## src/rtl/counter_pkg.sv

```systemverilog
// Shared types and defaults for the mode_counter family.
package counter_pkg;

    typedef enum logic {
        DIR_DOWN = 1'b0,
        DIR_UP   = 1'b1
    } cnt_dir_e;

    typedef enum logic {
        MODE_WRAP = 1'b0,
        MODE_SAT  = 1'b1
    } cnt_mode_e;

    localparam int DEFAULT_WIDTH = 64;

endpackage : counter_pkg

```

## src/rtl/mode_counter_next.sv

```systemverilog
// Purely combinational next-count and bound-event computation for one enabled step.
module mode_counter_next
    import counter_pkg::*;
#(
    parameter int          WIDTH = DEFAULT_WIDTH,
    parameter int unsigned STEP  = 1
) (
    input  logic [WIDTH-1:0] count,
    input  logic [WIDTH-1:0] limit,
    input  logic             dir,
    input  logic             sat_mode,
    output logic [WIDTH-1:0] nxt,
    output logic             bound_evt
);

    localparam logic [WIDTH-1:0] STEP_W = WIDTH'(STEP);

    cnt_dir_e         w_dir;
    cnt_mode_e        w_mode;
    logic             w_above;
    logic [WIDTH-1:0] w_headroom;
    logic             w_up_evt;
    logic             w_down_evt;

    assign w_dir  = cnt_dir_e'(dir);
    assign w_mode = cnt_mode_e'(sat_mode);

    // The headroom is only consulted when count <= limit, so the
    // subtraction never wraps in a way that affects the result.
    assign w_above    = (count > limit);
    assign w_headroom = limit - count;
    assign w_up_evt   = w_above || (w_headroom < STEP_W);
    assign w_down_evt = w_above || (count < STEP_W);

    always_comb begin
        nxt       = count;
        bound_evt = 1'b0;
        case (w_dir)
            DIR_UP: begin
                bound_evt = w_up_evt;
                if (w_up_evt) begin
                    nxt = (w_mode == MODE_SAT) ? limit : '0;
                end else begin
                    nxt = count + STEP_W;
                end
            end
            default: begin
                bound_evt = w_down_evt;
                if (w_down_evt) begin
                    nxt = (w_mode == MODE_SAT) ? '0 : limit;
                end else begin
                    nxt = count - STEP_W;
                end
            end
        endcase
    end

endmodule : mode_counter_next

```

## src/rtl/mode_counter.sv

```systemverilog
// Up/down counter with runtime limit, wrap/saturate modes, clamped load,
// registered terminal-count pulse and sticky overflow flag.
module mode_counter
    import counter_pkg::*;
#(
    parameter int          WIDTH = DEFAULT_WIDTH,
    parameter int unsigned STEP  = 1
) (
    input  logic             clk,
    input  logic             rst,
    input  logic             en,
    input  logic             clr,
    input  logic             load,
    input  logic [WIDTH-1:0] load_val,
    input  logic             dir,
    input  logic             sat_mode,
    input  logic [WIDTH-1:0] limit,
    output logic [WIDTH-1:0] count,
    output logic             tc,
    output logic             ovf_sticky,
    output logic             at_max,
    output logic             at_zero
);

    logic [WIDTH-1:0] r_count;
    logic             r_tc;
    logic             r_ovf;

    logic [WIDTH-1:0] w_nxt;
    logic             w_bound_evt;
    logic [WIDTH-1:0] w_load_clamped;

    mode_counter_next #(
        .WIDTH (WIDTH),
        .STEP  (STEP)
    ) u_next (
        .count     (r_count),
        .limit     (limit),
        .dir       (dir),
        .sat_mode  (sat_mode),
        .nxt       (w_nxt),
        .bound_evt (w_bound_evt)
    );

    assign w_load_clamped = (load_val > limit) ? limit : load_val;

    always_ff @(posedge clk) begin
        if (rst) begin
            r_count <= '0;
            r_tc    <= 1'b0;
            r_ovf   <= 1'b0;
        end else if (clr) begin
            r_count <= '0;
            r_tc    <= 1'b0;
            r_ovf   <= 1'b0;
        end else if (load) begin
            r_count <= w_load_clamped;
            r_tc    <= 1'b0;
        end else if (en) begin
            r_count <= w_nxt;
            r_tc    <= w_bound_evt;
            r_ovf   <= r_ovf | w_bound_evt;
        end else begin
            r_tc    <= 1'b0;
        end
    end

    assign count      = r_count;
    assign tc         = r_tc;
    assign ovf_sticky = r_ovf;
    assign at_max     = (r_count == limit);
    assign at_zero    = (r_count == '0);

`ifdef FORMAL
    localparam logic [WIDTH-1:0] F_STEP_W = WIDTH'(STEP);

    logic f_past_valid = 1'b0;
    always @(posedge clk) f_past_valid <= 1'b1;

    always @(posedge clk) begin
        if (f_past_valid) begin
            if (tc) assert (ovf_sticky);
            if ($past(rst)) assert (count == '0 && !ovf_sticky);
            if (!$past(rst) && !$past(clr) && !$past(load) && $past(en)
                && !$past(w_bound_evt)) begin
                if ($past(dir))
                    assert (count == $past(count) + F_STEP_W);
                else
                    assert (count == $past(count) - F_STEP_W);
            end
            if (!$past(rst) && ($past(count) <= $past(limit))
                && (limit == $past(limit)))
                assert (count <= limit);
            cover (tc && $past(sat_mode));
            cover (tc && !$past(sat_mode));
        end
    end
`endif

endmodule : mode_counter
```

## config.mk

```make
export PLATFORM = sky130hd
export DESIGN_NAME = mode_counter
export DESIGN_NICKNAME = d
export VERILOG_FILES = /design/src/rtl/counter_pkg.sv /design/src/rtl/mode_counter_next.sv /design/src/rtl/mode_counter.sv
export SDC_FILE = /design/constraint.sdc
export NUM_CORES = 1
export LEC_CHECK = 0
export ABC_CLOCK_PERIOD_IN_PS = 8700
export CORE_AREA = 2 2 191 193
export DETAILED_ROUTE_END_ITERATION = 10
export DIE_AREA = 0 0 193 195
export SETUP_SLACK_MARGIN = 0.02
export SYNTH_ARGS = -nofsm -noshare
export SYNTH_HDL_FRONTEND = slang
export SYNTH_SLANG_ARGS = --single-unit
```

## constraint.sdc

```tcl
create_clock -name clk -period 8.7 [get_ports clk]
set_input_delay 1.74 -clock clk [delete_from_list [all_inputs] [get_ports clk]]
set_output_delay 1.74 -clock clk [all_outputs]
set_load 0.05 [all_outputs]
```

======== Word-level counts from Yosys, hierarchy flattened ========
Cells that the tools add are included.
storage, ports and cells
  input bits .............................. 135
  register bits ........................... 66
  word-level logic and storage cells ...... 30
operators by class
  muxes and demuxes ....................... 9
  $add $sub $neg .......................... 3
  eq/ne operators ......................... 1
  magnitude comparators ................... 4
  reduce and logical (&&, ||, !) cells .... 7
  bitwise operators ....................... 3
operators with widths
  operator                                                                count
  64-bit 2-to-1 mux                                                       8
  64-bit > comparator                                                     2
  64-bit by 1-bit < comparator with 1-bit output (second input constant)  2
  64-bit by 1-bit adder with 64-bit output (second input constant)        1
  64-bit equality test                                                    1
  64-bit zero test                                                        1
  64-bit by 1-bit subtractor with 64-bit output (second input constant)   1
  64-bit subtractor                                                       1
  4-bit OR reduction                                                      1
  1-bit logical OR                                                        2
  1-bit inverter                                                          2
  2-bit AND reduction                                                     1
  2-bit nonzero test                                                      1
  2-bit OR reduction                                                      1
  1-bit 2-to-1 mux                                                        1
  1-bit OR                                                                1

======== Longest topological paths before layout ========
  depth in word-level cells ............... 7
  mapped depth ............................ 20

======== Modules after synthesis ========
From an unflattened synthesis, not the netlist that was laid out.
unflattened totals
  cells, all modules ...................... 2324
  area total of the unflattened synthesis .. 15766.4 µm²
by module, submodules not included
  module             instances  seq. area each (µm²)  cells each  area each (µm²)
  mode_counter_next  1          0.0                   1542        9549.2
  mode_counter       1          1321.3                782         6217.2

======== Worst setup path before layout ========
Ideal clock, no wire load.
  path type ............................... input to register
  start point ............................. in limit[0]
  end point ............................... reg r_count[11] (netlist: count[11])
  library setup time ...................... 0.122 ns
  stages on the path ...................... 18
  data arrival time ....................... 5.549 ns
  buffers on the path ..................... 2
  slack ................................... 3.029 ns
  data required time ...................... 8.578 ns
  path through ............................ inv_1 -> ha_1 -> inv_1 -> fa_1 -> a211oi_1 -> o21ai_0 -> a22oi_1 -> a211oi_1 -> or3_1 -> a32o_1 -> a2111oi_0 -> o2111ai_1 -> nor4_2 -> a31oi_2 -> nor2b_1 -> buf_6 -> buf_6 -> a221o_1
between the ends
  cells in the longest elaborated chain, start to end .. 7
  elaborated cells on any way between the ends .. 12
  those cells by class .................... 1 x add/sub; 3 x order compare; 6 x mux; 2 x reduce/logical
RTL lines
  element                                         RTL line                 text
  start: declaration                              mode_counter.sv:17       input logic [WIDTH-1:0] limit,
  64-bit subtractor                               mode_counter_next.sv:31  assign w_headroom = limit - count;
  64-bit by 1-bit < comparator with 1-bit output  mode_counter_next.sv:32  assign w_up_evt = w_above || (w_headroom < STEP_W);
  1-bit logical OR                                mode_counter_next.sv:32
  64-bit 2-to-1 mux                               mode_counter_next.sv:41  if (w_up_evt) begin
  64-bit 2-to-1 mux                               mode_counter_next.sv:38  case (w_dir)
  64-bit 2-to-1 mux                               mode_counter.sv:59       end else if (en) begin
  64-bit 2-to-1 mux *                             mode_counter.sv:56       end else if (load) begin
  end signal: assignment                          mode_counter.sv:57       r_count <= w_load_clamped;
  end signal: assignment                          mode_counter.sv:60       r_count <= w_nxt;
  end: declaration                                mode_counter.sv:25       logic [WIDTH-1:0] r_count;
Every way passes the cells marked *; elsewhere a longest branch is shown, timed or not. The select of a mux whose other input is x is not followed.
A chain may end at the register's enable or synchronous reset.

======== Final worst setup path ========
  start point ............................. in limit[0]
  end point ............................... reg r_count[44] (netlist: count[44])
Same word-level chain as after synthesis.

==> qor.yml <==
grt_overflow_total: 0
cp_slowest_cell: "nor2b_4"
critPathKind: "input pin to flip-flop"
ys.flop_type: "dfxtp_1"
synth-seq-cells: 66
p_int_w: 0.001016
regArea_um2: 1321
final_cell_mix: "200 x clkdlybuf4s50_1, 193 x nand2_1, 175 x o21ai_0"
drt_iter0_markers: 2480
synth_cells: 2116
cts_resized: 0
fill_cells: 3716
nets: 2471
max_clock_freq_mhz: 126.7
power.net_switching_w: 0.0009456
startpoint_type: "input pin"
total_power_w: 0.001962
maxSlewViolCount: 0
holdBufCountCts: 0
fin_util_pct: 47.15
crit_required_ns: 8.99
io-pin-count: 203
placed_cells: 2654
die_area_um2: 37640
wl_per_cell_um: 27.88
core_um2: 35400
cts_setup_buffers: 0
syn_avg_cell_area_um2: 6.673
portBuffers: 202
critPathCaptureType: "flip-flop"
setup_viol: 0
synth_cell_types: 82
final_common_cell: "clkdlybuf4s50_1"
firstDrtPassIters: 6
fp.dieH_um: 195
cpMostUsedCell: "inv_1"
final_cells: 2671
async_reset_ff_share_pct: 0
p_clk_share_pct: 24.7
maxCapViolCount: 0
irDropWorstVdd_mv: 0.09691
finalCritPeriodShare_pct: 90.69
crit_chain: "clkdlybuf4s50_1 > inv_1 > ha_1 > inv_1 > fa_1 > a211oi_1 > nor4_1 > a211o_1 > a221oi_1 > o211ai_1 > nand4_1 > o31ai_1 > o22ai_1 > nor4_2 > a31oi_4 > nor2b_4 > buf_4 > a22oi_1 > o21ai_1"
period_minus_slack_ns: 7.890
synth_edf_count: 0
multi_input_area_um2: 11680
std_cell_rows: 69
gp_congestion: 1.021
cts_made_buffers: 9
skew_ns: 0.01037
worstSkewPairLatency_ns: 0.37
drc_errors: 0
chipWidth_um: 193
hold_class: "flip-flop to flip-flop"
grt_start_max_net_pins: 76
comb_power_share_pct: 56.9
area_growth_pct: 18.21
netlist_area_um2: 14120
setup_tns_ns: 0
h-tree-depth: 3
powerDensity_nw_per_um2: 117.5
rsz0062_at_grt: "no"
track_usage_pct: 38.19
p_sw_share_pct: 48.20
cp_max_fo: 28
seqPwrFrac_pct: 18.4
antenna_found_initial: 2
tightest_slew_ns: 1.308
drive_above_1_share_pct: 3.938
clockRootBuffer: "clkbuf_16"
start_util_pct: 39.89
cts_tree: "yes"
leakage_nw: 5.981
ant_nets: 0
grt_pass1_vias: 16853
vias_per_cell: 6.874
dpl.hpwl_mm: 58.38
hold_viol: 0
cts_max_path_buffers: 2
slew_headroom_pct: 12.49
cts.sinks: 66
ys_seq_area_share_pct: 9.358
clkTransAtPathRegs_ns: 0.07
vias: 18361
syn-num-nets: 2383
critPathArrivalTime_ns: 8.18
slowest_delay_ns: 0.93
grt_pass1_wl_mm: 108.9
outcome: "finished, final reports clean"
yosysWarnings: 0
drt_wl_total_mm: 74.47
==> power by group through the flow <==
stage	logic [W]	registers, W	clock network, W
floorplan	0.000630	0.000399	0
global placement	0.00107	0.000365	0
detailed placement	0.00107	0.000365	0
CTS	0.00108	0.000358	0.000481
global route	0.00118	0.000362	0.000489
finish	0.00112	0.000361	0.000484
==> through the flow <==
| stage | cell area, um2 | hold slack (ns) | worst slack, ns |
|---|---|---|---|
| after floorplan | 14120 | 0.7229 | 3.029 |
| after global placement | 16320 | 0.4347 | 0.6342 |
| after detailed placement | 16320 | 0.4528 | 0.6291 |
| after CTS | 16690 | 0.4682 | 0.9740 |
| after global routing | 16690 | 0.4729 | 0.5788 |
| final | 16690 | 0.4652 | 0.8100 |
==> synth_stat cells, types with 10 or more instances <==
library cell / count / area share [%]
mux2_2: 18 / 1.4
mux2i_1: 49 / 3.5
a21o_1: 23 / 1.2
or3_1: 11 / 0.49
a2111oi_0: 16 / 0.99
nand4_1: 72 / 3.2
a21oi_1: 167 / 5.9
o211ai_1: 23 / 1.2
o21a_1: 22 / 1.2
a221oi_1: 11 / 0.68
buf_1: 10 / 0.27
xnor2_1: 94 / 5.8
nand2_1: 194 / 5.2
a221o_1: 40 / 2.8
a22oi_1: 13 / 0.69
o21ai_1: 11 / 0.39
and3_1: 25 / 1.1
buf_2: 11 / 0.39
o21ai_0: 175 / 6.2
and2_1: 10 / 0.44
a211oi_1: 70 / 3.7
o31ai_1: 11 / 0.58
o41ai_1: 10 / 0.62
nor2_1: 142 / 3.8
a31oi_1: 28 / 1.2
clkbuf_1: 121 / 3.2
nor2b_1: 13 / 0.58
dfxtp_1: 66 / 9.4
nor4_1: 37 / 1.6
inv_1: 141 / 3.7
nor3_1: 99 / 3.5
o221ai_1: 15 / 0.93
nand3_1: 83 / 2.9
ha_1: 131 / 12
==> worst paths after layout <==
path,start,endpoint,slack (ns),cells past startpoint
min reg2reg,ovf_sticky,ovf_sticky,0.47,1
max,limit[0],count[44],0.81,19
max reg2reg,count[0],count[44],2.13,17
min,ovf_sticky,ovf_sticky,0.47,1
==> sequential cells by signal, indices dropped and copies added (netlist names) <==
| signal | cells |
|---|---|
| tc | 1 |
| count | 64 |
| ovf_sticky | 1 |
==> critical path, delay by kind of cell <==
family                   cells  cell delay [ns]
AO/OA/AOI/OAI                9             3.41
AND/OR/NAND/NOR              4             1.32
buffers and inverters        4             1.08
adder cells (fa/ha/maj)      2             0.59
==> routing by layer <==
layer | share of wire, % | GRT usage, % | wire, um
met2 | 40 | 54.36 | 29870
met1 | 43 | 54.81 | 31900
met3 | 13 | 9.436 | 9405
met4 | 4.4 | 14.42 | 3270
met5 | 0.032 | 0 | 24
==> logic make-up (layout without fill, tap and decap cells) <==
group,Yosys count,in the layout,share of synthesized area [%]
and+or+nand+nor,736,736,25.67
other,0,1,0
buffers and inverters,293,386,8.152
DFF,66,66,9.358
xor gates and xnor gates,103,103,6.389
muxes,67,67,4.909
adders and majority gates,132,132,11.75
AOI/OAI and AO/OA,719,719,33.77
==> area by class of cell <==
cell class,count,share of cell area [%]
Antenna cell,1,0.01499
Clock buffer,11,1.454
Clock inverter,5,0.7496
Inverter,146,3.283
Multi-Input combinational cell,1757,69.99
Sequential cell,66,7.916
Tap cell,461,3.456
Timing Repair Buffer,224,13.13
Power figures use the tool's default switching activity.
